--- src/rtl/fifo_stream_pkg.sv ---
// Shared types and helpers for the FIFO read-side stream adapter.
// Contents:
//   BUF_DEPTH  - number of holding-buffer entries
//   buf_idx_t  - ring index into the holding buffer
//   buf_cnt_t  - word count held in the buffer (0..3)
//   idx_next() - ring increment with wrap 2 -> 0
package fifo_stream_pkg;

    localparam int BUF_DEPTH = 3;

    typedef logic [1:0] buf_idx_t;
    typedef logic [1:0] buf_cnt_t;

    // Advance a ring index, wrapping from the last entry back to 0.
    function automatic buf_idx_t idx_next(input buf_idx_t idx);
        buf_idx_t nxt;
        if (idx == 2'(BUF_DEPTH - 1)) begin
            nxt = 2'd0;
        end else begin
            nxt = idx + 2'd1;
        end
        return nxt;
    endfunction

endpackage

--- src/rtl/stream_buf3.sv ---
// Three-entry ring register file holding prefetched FIFO words.
// Ports:
//   clk, rst   - clock, synchronous active-high reset (clears storage too)
//   wr_en_i    - write wr_data_i into the slot at the write index
//   wr_data_i  - word to store
//   rd_en_i    - advance the read index (head consumed)
//   head_o     - word at the read index, taken straight from storage flops
module stream_buf3
    import fifo_stream_pkg::*;
#(
    parameter int DWIDTH = 32
) (
    input  logic              clk,
    input  logic              rst,
    input  logic              wr_en_i,
    input  logic [DWIDTH-1:0] wr_data_i,
    input  logic              rd_en_i,
    output logic [DWIDTH-1:0] head_o
);

    logic [DWIDTH-1:0] mem_q [BUF_DEPTH];
    buf_idx_t          wr_idx_q;
    buf_idx_t          wr_idx_d;
    buf_idx_t          rd_idx_q;
    buf_idx_t          rd_idx_d;

    // Next-state for the write and read ring indices.
    always_comb begin
        wr_idx_d = wr_idx_q;
        rd_idx_d = rd_idx_q;
        if (wr_en_i) begin
            wr_idx_d = idx_next(wr_idx_q);
        end else begin
            wr_idx_d = wr_idx_q;
        end
        if (rd_en_i) begin
            rd_idx_d = idx_next(rd_idx_q);
        end else begin
            rd_idx_d = rd_idx_q;
        end
    end

    // Storage and index registers; storage is cleared so the head reads 0 after reset.
    always_ff @(posedge clk) begin
        if (rst) begin
            for (int i = 0; i < BUF_DEPTH; i++) begin
                mem_q[i] <= '0;
            end
            wr_idx_q <= 2'd0;
            rd_idx_q <= 2'd0;
        end else begin
            if (wr_en_i) begin
                mem_q[wr_idx_q] <= wr_data_i;
            end
            wr_idx_q <= wr_idx_d;
            rd_idx_q <= rd_idx_d;
        end
    end

    assign head_o = mem_q[rd_idx_q];

endmodule

--- src/rtl/fifo_stream_out.sv ---
// Read-side adapter for a 1-cycle-read-latency FIFO: turns read/empty/dout
// into a valid/ready stream, prefetching into a 3-entry holding buffer.
// Ports:
//   clk, rst    - clock, synchronous active-high reset (shared with the FIFO)
//   fifo_empty  - FIFO empty flag
//   fifo_dout   - FIFO read data, valid the cycle after fifo_read
//   fifo_read   - read strobe to the FIFO (never depends on m_ready)
//   m_valid     - stream valid (registered)
//   m_ready     - stream sink ready
//   m_data      - stream data, buffer head (from storage flops)
//   occupancy   - words currently held in the buffer, 0..3
module fifo_stream_out
    import fifo_stream_pkg::*;
#(
    parameter int DWIDTH = 32
) (
    input  logic              clk,
    input  logic              rst,
    input  logic              fifo_empty,
    input  logic [DWIDTH-1:0] fifo_dout,
    output logic              fifo_read,
    output logic              m_valid,
    input  logic              m_ready,
    output logic [DWIDTH-1:0] m_data,
    output logic [1:0]        occupancy
);

    buf_cnt_t   occ_q;
    buf_cnt_t   occ_d;
    logic       inflight_q;
    logic       m_valid_q;
    logic       pop_s;
    logic [2:0] level_s;
    logic [2:0] occ_sum_s;

    // Words held plus the word in flight; a read may issue only if that leaves a free slot.
    always_comb begin
        level_s   = {1'b0, occ_q} + {2'b00, inflight_q};
        fifo_read = 1'b0;
        if (!fifo_empty && (level_s < 3'(BUF_DEPTH))) begin
            fifo_read = 1'b1;
        end else begin
            fifo_read = 1'b0;
        end
    end

    // Occupancy bookkeeping: captured word enters, handshaken word leaves (3-bit math).
    always_comb begin
        pop_s     = m_valid_q && m_ready;
        occ_sum_s = {1'b0, occ_q} + {2'b00, inflight_q} - {2'b00, pop_s};
        occ_d     = occ_sum_s[1:0];
    end

    // Control registers; m_valid is registered from the next occupancy.
    always_ff @(posedge clk) begin
        if (rst) begin
            occ_q      <= 2'd0;
            inflight_q <= 1'b0;
            m_valid_q  <= 1'b0;
        end else begin
            occ_q      <= occ_d;
            inflight_q <= fifo_read;
            m_valid_q  <= (occ_d != 2'd0);
        end
    end

    // The word read last cycle is on fifo_dout now and is captured at this edge.
    stream_buf3 #(
        .DWIDTH (DWIDTH)
    ) u_buf (
        .clk       (clk),
        .rst       (rst),
        .wr_en_i   (inflight_q),
        .wr_data_i (fifo_dout),
        .rd_en_i   (pop_s),
        .head_o    (m_data)
    );

    assign m_valid   = m_valid_q;
    assign occupancy = occ_q;

endmodule

--- config.mk ---
export PLATFORM = sky130hd
export DESIGN_NAME = fifo_stream_out
export DESIGN_NICKNAME = d
export VERILOG_FILES = /design/src/rtl/fifo_stream_pkg.sv /design/src/rtl/stream_buf3.sv /design/src/rtl/fifo_stream_out.sv
export SDC_FILE = /design/constraint.sdc
export NUM_CORES = 1
export LEC_CHECK = 0
export CAP_MARGIN = 0
export CORE_UTILIZATION = 45
export DETAILED_ROUTE_END_ITERATION = 16
export GPL_TIMING_DRIVEN = 1
export PLACE_DENSITY = 0.67
export SETUP_SLACK_MARGIN = 0.2
export SLEW_MARGIN = 40
export SYNTH_ARGS = -nofsm -noshare
export SYNTH_HDL_FRONTEND = slang
export SYNTH_SLANG_ARGS = --single-unit
--- constraint.sdc ---
create_clock -name clk -period 2.58 [get_ports clk]
set_clock_uncertainty 0.15 [all_clocks]
set_input_delay 0.645 -clock clk [delete_from_list [all_inputs] [get_ports clk]]
set_output_delay 0.645 -clock clk [all_outputs]
set_load 0.005 [all_outputs]
## Word-level counts from Yosys, hierarchy flattened

Memory sizes are Yosys's and may differ from the RTL's. A register that Yosys moved wholly into a read port is not among the register bits.
Index checks and enable logic that the tools add are counted.

- $add $sub $neg: 4
- Magnitude comparators: 1
- Eq/ne operators: 2
- Muxes and demuxes: 13
- Reduce and logical (&&, ||, !) cells: 5

Operator list:

| operator | number |
|---|---|
| $mux 32 | 1 |
| $reduce_or 32->1 | 1 |
| $mux 2 | 5 |
| $mux 1 | 7 |
| $add 2x1->2 const B | 2 |
| $eq 2x2->1 const B | 2 |
| $add 2x1->3 | 1 |
| $lt 3x2->1 const B | 1 |
| $logic_and 1x1->1 | 2 |
| $reduce_bool 2->1 | 1 |
| $sub 2x1->2 | 1 |
| $logic_not 1->1 | 1 |

- Register bits: 8
- Memory bits (writable): 96
- Input port bits: 36
- Output and inout port bits: 36
- Logic and storage cells: 31
- Memories kept: 1

Memories:

| memory | words | bits a word | read ports | clocked after Yosys merged registers in | wr ports | line | source |
|---|---|---|---|---|---|---|---|
| u_buf.mem_q | 3 | 32 | 1 | 1 | 3 | stream_buf3.sv:21 | `logic [DWIDTH-1:0] mem_q [BUF_DEPTH];` |

## Logic depth before layout (Yosys ltp)

- Word-level depth: 5
- Gate-level depth with buffers: 5
- Mapped depth without buffers: 5

## Cells and area by module

A second synthesis with hierarchy kept.

- Cell total of the unflattened synthesis: 315
- Area total of the unflattened synthesis: 5763.0 µm²

Modules (own cells, without submodules):

| module | instances | cells an instance | area an instance (µm²) | sequential area each (µm²) |
|---|---|---|---|---|
| stream_buf3 | 1 | 299 | 5580.4 | 3963.8 |
| fifo_stream_out | 1 | 16 | 182.7 | 80.1 |

## Worst setup path before layout

OpenSTA, ideal clock, no wires.

- Kind: input to register
- Start point: input rst
- End point: memory u_buf.mem_q[0][0] (enable)
- Data arrival time: 1.754 ns
- Required time: 2.036 ns
- Path slack: 0.283 ns
- Stages on the path: 2
- Buffers on the path: 1
- Path through: clkbuf_1 > nand2b_1

RTL lines:

| what | line | source |
|---|---|---|
| start: declaration | fifo_stream_out.sv:18 | `input logic rst,` |
| end: declaration | stream_buf3.sv:21 |  |

==> flow_metrics.py <==
metrics = {
    "synth": {
        "yosys_register_bits": 138,
        "synth_cell_type_count": 27,
        "ys_warn_count": 0,
        "synth-main-ff-cell": "edfxtp_1",
        "synth_top_area_share": 0.665,
        "syn_area_mm2": 0.00578,
        "yosysMostFrequentCell": "edfxtp_1",
        "async_flop_share": 0,
        "synth_edf_count": 128,
        "netlist_top_cells_area": "edfxtp_1, mux4_2, and2_1",
        "synth_common_cells": "edfxtp_1, and2_1, and2_2, mux4_2, dfxtp_1",
        "yosysSeqAreaShare": 0.700,
        "synth_top_area_cell": "edfxtp_1",
        "syn_avg_cell_area_um2": 18.4,
        "netlist_instances": 314,
        "synth.net_count": 353,
    },
    "finish": {
        "drive_gt1_frac": 0.409,
        "diodes": 0,
        "area_growth_pct": 29.6,
        "fin_nets": 454,
        "num-fill-cells": 955,
        "final_area_mm2": 0.00749,
    },
    "sta": {
        "rsz0062_at_grt": "yes",
        "max_freq_mhz": 384,
        "relSlewSlack": 0.522,
        "min_period_ps": 2600,
        "setup_viol": 3,
        "worst_slack_ps": -21.0,
        "slew_viol_final": 0,
        "final.setup.tns_ps": -26.1,
        "finalCritPeriodShare": 1.01,
        "worstMarginPinSlew_ps": 717,
        "hold_viol": 0,
    },
    "min_path": {
        "hp-class": "register to register",
    },
    "pwr": {
        "total_power_mw": 5.83,
        "p_leak_nw": 2.74,
        "ir_worst_vdd_v": 0.000312,
        "pwr_density_cell_mw_per_mm2": 778,
    },
    "clock_tree": {
        "clock-sinks": 138,
        "clock-root-buffer": "clkbuf_16",
        "cts_hold_buf": 0,
        "clock_path_buffers": 2,
        "tritoncts": "yes",
        "clock_latency_ps": 410,
        "cts_max_level": 4,
        "cts_buffers": 17,
        "clkTransAtPathRegs_ps": 60,
    },
    "placement": {
        "dp_slack_ps": -98.9,
        "portBuffers": 71,
        "dp_hpwl_mm": 6.41,
        "place_area_mm2": 0.00684,
        "gp_congestion": 0.692,
    },
    "critical_path": {
        "endpoint": "m_data[22]",
        "rrSetupSlack_ps": 810,
        "crit_slowest_cell": "mux4_2",
        "endpoint_kind": "output port",
        "arrival_ps": 1810,
        "cpLargestDelayFamily": "buffers and inverters",
        "path_buf_inv": 5,
        "r2r_cells": 2,
        "crit_path_cell_trace": "buf_12 > buf_6 > buf_12 > buf_16 > mux4_2 > buf_2",
        "slowest_delay_ps": 500,
        "worstPathMaxFanout": 5,
        "startpoint_type": "register",
        "critPathKind": "register to output port",
        "crit_top_cell": "buf_12",
        "reg2reg_to": "u_buf.mem_q[2][3]$_SDFFCE_PN0P_",
        "cp.depth": 6,
        "worstPathRequired_ps": 1780,
        "reg2reg_from": "u_buf.wr_idx_q[1]$_SDFFE_PP0P_",
    },
    "drt": {
        "via_per_inst": 5.05,
        "dr_total_vias": 3029,
        "ant_nets": 0,
        "drcViolationCount": 0,
        "post_drt_wl_per_cell_um": 18.7,
        "drt_iter0_drc": 234,
        "drt-pass1-iter-count": 4,
        "wl_mm": 11.2,
    },
    "run": {
        "max-cap-violations": 0,
    },
    "outcome": {
        "violations": "setup timing",
        "status": "finished with violations",
    },
    "global_routing": {
        "gr-usage-all-layers": 0.185,
        "antenna_found_initial": 0,
        "gr-total-overflow": 0,
        "grt_max_degree": 33,
        "grt_pass1_vias": 3189,
        "grt_pass1_wl_mm": 17.2,
    },
    "die": {
        "initial_core_util": 0.460,
        "dieWidth_um": 115,
        "fp-row-count": 41,
        "core_mm2": 0.0126,
        "dieArea_mm2": 0.0133,
        "ioPinCount": 72,
        "die_y_um": 115,
    },
}
per-layer routing:
layer | vias up | share of wire | routed length [um] | global-route usage
met4 | 0 | 0.0080 | 90 | 0.0675
li1 | 1406 | - | - | -
met2 | 68 | 0.54 | 6120 | 0.323
met5 | - | 0 | 0 | 0
met3 | 7 | 0.031 | 348 | 0.0453
met1 | 1548 | 0.42 | 4680 | 0.222
worst reg2reg max path, cell delays in order (launching register included):
cell and delay (ps):
dfxtp_1 470, and4bb_2 750, and2_2 270
state kept, by name (all words and copies together), names as in the netlist, named ones only:
name / flops
u_buf.mem_q: 128
u_buf.rd_idx_q: 2
inflight_q: 1
occupancy: 2
u_buf.wr_idx_q: 2
m_valid: 1
power by group:
group | switching [mW] | internal [mW]
combinational | 0.379 | 0.615
sequential | 0.0582 | 2.59
clock | 0.882 | 1.31
worst min-delay path by stage:
| stage | startpoint | to | slack (ps) | cells after the start |
|---|---|---|---|---|
| 6_report | u_buf.rd_idx_q[0]$_SDFFE_PP0P_ | register | 420 | 2 |
| 4_1_cts | u_buf.rd_idx_q[0]$_SDFFE_PP0P_ | register | 420 | 2 |
| 3_3_place_gp | u_buf.rd_idx_q[0]$_SDFFE_PP0P_ | register | 350 | 2 |
| 5_1_grt | u_buf.rd_idx_q[0]$_SDFFE_PP0P_ | register | 440 | 2 |
| 3_5_place_dp | u_buf.rd_idx_q[0]$_SDFFE_PP0P_ | register | 390 | 2 |
| 2_1_floorplan | u_buf.rd_idx_q[0]$_SDFFE_PP0P_ | register | 340 | 2 |
kinds of logic (layout without fill, tap and decap cells):
logic type / count (synthesis) / count (layout) / synth area share
DFF: 138 / 138 / 0.700
AOI/OAI and AO/OA: 9 / 9 / 0.0106
and+or+nand+nor: 112 / 112 / 0.137
buffers and inverters: 19 / 133 / 0.0201
xor gates and xnor gates: 1 / 1 / 0.00152
adders and majority gates: 3 / 3 / 0.00649
muxes: 32 / 32 / 0.125
metrics by stage:
step / cells / hold WS [ps] / util
floorplan: 314 / 337 / -
global placement: 556 / 350 / 0.544
detailed placement: 556 / 392 / 0.544
CTS: 600 / 418 / 0.595
global route: 600 / 437 / 0.596
finish: 600 / 421 / 0.596
timing repair:
action / 4_1_cts / 5_1_grt
buffers inserted: 8 / 0
setup endpoints to repair: 33 / 33
cloned: 4 / 0
resized for setup: 145 / 4
pin swaps: 1 / 2
cell usage in the layout, fill, tap and decap left out, types with 3 or more instances in the layout:
cell,synthesis,final
and2_2,38,38
dfxtp_2,0,3
clkinv_2,0,3
dfxtp_1,10,6
clkbuf_16,0,17
buf_2,3,27
buf_4,0,11
edfxtp_1,128,128
clkinv_1,0,3
mux4_2,32,32
buf_6,4,7
and2_1,59,59
clkdlybuf4s50_1,0,38
buf_12,0,12
buf_16,0,4
clkinvlp_4,0,3
clkinv_4,0,3
a21oi_1,5,5
area by class of cell:
cell class | instances | area [um^2] | area share
tap | 172 | 215 | 0.0287
multi-input combinational | 157 | 1650 | 0.221
clock inverter | 13 | 105 | 0.0140
clock buffer | 19 | 433 | 0.0578
sequential | 138 | 4050 | 0.541
timing repair buffer | 99 | 1030 | 0.137
inverter | 2 | 7.51 | 0.00100
No activity file was read; power rests on OpenSTA's default activity.
==> edit (same settings) <==
`DWIDTH` is set to 32 in 2 places; all go to 24.
--- a/src/rtl/stream_buf3.sv
+++ b/src/rtl/stream_buf3.sv
@@ -8,7 +8,7 @@
 module stream_buf3
     import fifo_stream_pkg::*;
 #(
-    parameter int DWIDTH = 32
+    parameter int DWIDTH = 24
 ) (
     input  logic              clk,
     input  logic              rst,
--- a/src/rtl/fifo_stream_out.sv
+++ b/src/rtl/fifo_stream_out.sv
@@ -12,7 +12,7 @@
 module fifo_stream_out
     import fifo_stream_pkg::*;
 #(
-    parameter int DWIDTH = 32
+    parameter int DWIDTH = 24
 ) (
     input  logic              clk,
     input  logic              rst,
Ports: changed (resized fifo_dout and m_data); port bits go from 72 to 56. No check against the original RTL was run, so the function may have changed too.
==> edit against the unedited design <==
- worst setup slack gained 130 ps
- total power fell by 34%
- cell count down 21%
- first-iteration DRC count decreased by 82%
- combinational power decreased by 22%
- critical path depth shrank 2
- final area fell by 25%
- non-clock buffer count shrank 5
- sequential share of layout area rose by 0.92 points
- sequential cell count decreased by 32
- area after synthesis decreased by 23%
- wire length decreased by 26%
- critical path type unchanged
- largest power group unchanged
==> edit: results (changes against the unedited design) <==
[grt]
antenna_found_initial = 0  ; unchanged
grtUsageTotal = 0.179  ; was 0.185
grt_first_pass_wirelength_mm = 13.2  ; was 17.2 mm
grt_pass1_vias = 2576  ; was 3189

[sta]
tightest_slew_ps = 516  ; was 717 ps

[final_layout]
stdcell_count = 472  ; was 600
drive_above_1_share = 0.332  ; was 0.409
largest_reg_flops = 96  ; was 128
fin_nets = 369  ; was 454

[routing]
detail_route.iter0.violations = 41  ; was 234
finalWirelength_mm = 8.32  ; was 11.2 mm
avgViaCountPerCell = 4.97  ; was 5.05

[clock_network]
clock_latency_ps = 360  ; was 410 ps
clkSlewWorstSetupHoldPaths_ps = 100  ; was 60 ps

[synthesis]
synth_edf_count = 96  ; was 128
syn_nets = 277  ; was 353
synth_area_leaders = edfxtp_1 (65%), mux4_2 (11%), and2_1 (10%), dfxtp_1 (4.5%), mux4_1 (1.8%)  ; was edfxtp_1 (66%), mux4_2 (12%), and2_1 (6.4%), and2_2 (4.9%), dfxtp_1 (3.5%)
synth-seq-area-share = 0.694  ; was 0.700
yosysWarnings = 0  ; unchanged
syn_inst = 246  ; was 314
ys_top_cells_by_count = edfxtp_1 (96), and2_1 (73), mux4_2 (21)  ; was edfxtp_1 (128), and2_1 (59), and2_2 (38)

[placement]
globalplace.congestion = 0.729  ; was 0.692
place_area_um2 = 5300  ; was 6840 µm²
pre_cts_ws_ps = -10.8  ; was -98.9 ps
dp_cells = 440  ; was 556

[pwr]
total_leakage_power_nw = 2.08  ; was 2.74 nW
switchingPower_w = 0.000936  ; was 0.00132 W

[critical_path]
crit_family = multiplexers  ; was buffers and inverters
cp.arrival_ps = 1680  ; was 1810 ps

[status]
outcome = completed  ; was finished, violations left

[edit: power by group through the flow]
| stage | registers (W) | clock network [W] | logic, W |
|---|---|---|---|
| 2_1_floorplan | 0.00206 | 0 | 0.000349 |
| 3_3_place_gp | 0.00207 | 0 | 0.000687 |
| 3_5_place_dp | 0.00208 | 0 | 0.000687 |
| 4_1_cts | 0.00204 | 0.00108 | 0.000745 |
| 5_1_grt | 0.00205 | 0.00115 | 0.000835 |
| 6_report | 0.00204 | 0.00106 | 0.000772 |
[edit: timing repair]
action	4_1_cts	5_1_grt
gates cloned	0	0
resized for setup	115	10
setup endpoints to repair	25	25
setup buffers	14	2
[edit: cell type report]
type | instances | area, µm²
clock inverters | 7 | 83.8
repair buffers | 94 | 882
fillers | 764 | 3800
clock buffers | 9 | 124
flip-flops and latches | 106 | 3090
well taps | 129 | 161
multi-input cells | 126 | 1270
inverters | 1 | 3.75
[edit: cells by family after synthesis]
kind of cell    share of synthesized area
xor+xnor                          0.00197
compound gates                     0.0135
fa+ha+maj                         0.00845
simple gates                        0.133
flops                               0.694
mux                                 0.124
buf+inv                            0.0248
[edit: metal layers]
layer	share of wire	vias to the layer above	wire length (µm)	GRT usage
met5	0	-	0	0
met4	0.012	0	102	0.0702
met3	0.021	7	172	0.0255
met2	0.53	36	4420	0.314
met1	0.44	1187	3630	0.225
li1	-	1116	-	-
[edit: worst paths after layout]
check	startpoint	end	slack, ps	depth (start not counted)
hold / removal	u_buf.rd_idx_q[0]$_SDFFE_PP0P_	flop	400	2
setup / recovery	flop	m_data[2]	110	4
hold reg to reg	u_buf.rd_idx_q[0]$_SDFFE_PP0P_	flop	400	2
setup reg to reg	inflight_q$_SDFF_PP0_	u_buf.mem_q[0][3]$_SDFFCE_PN0P_	810	4
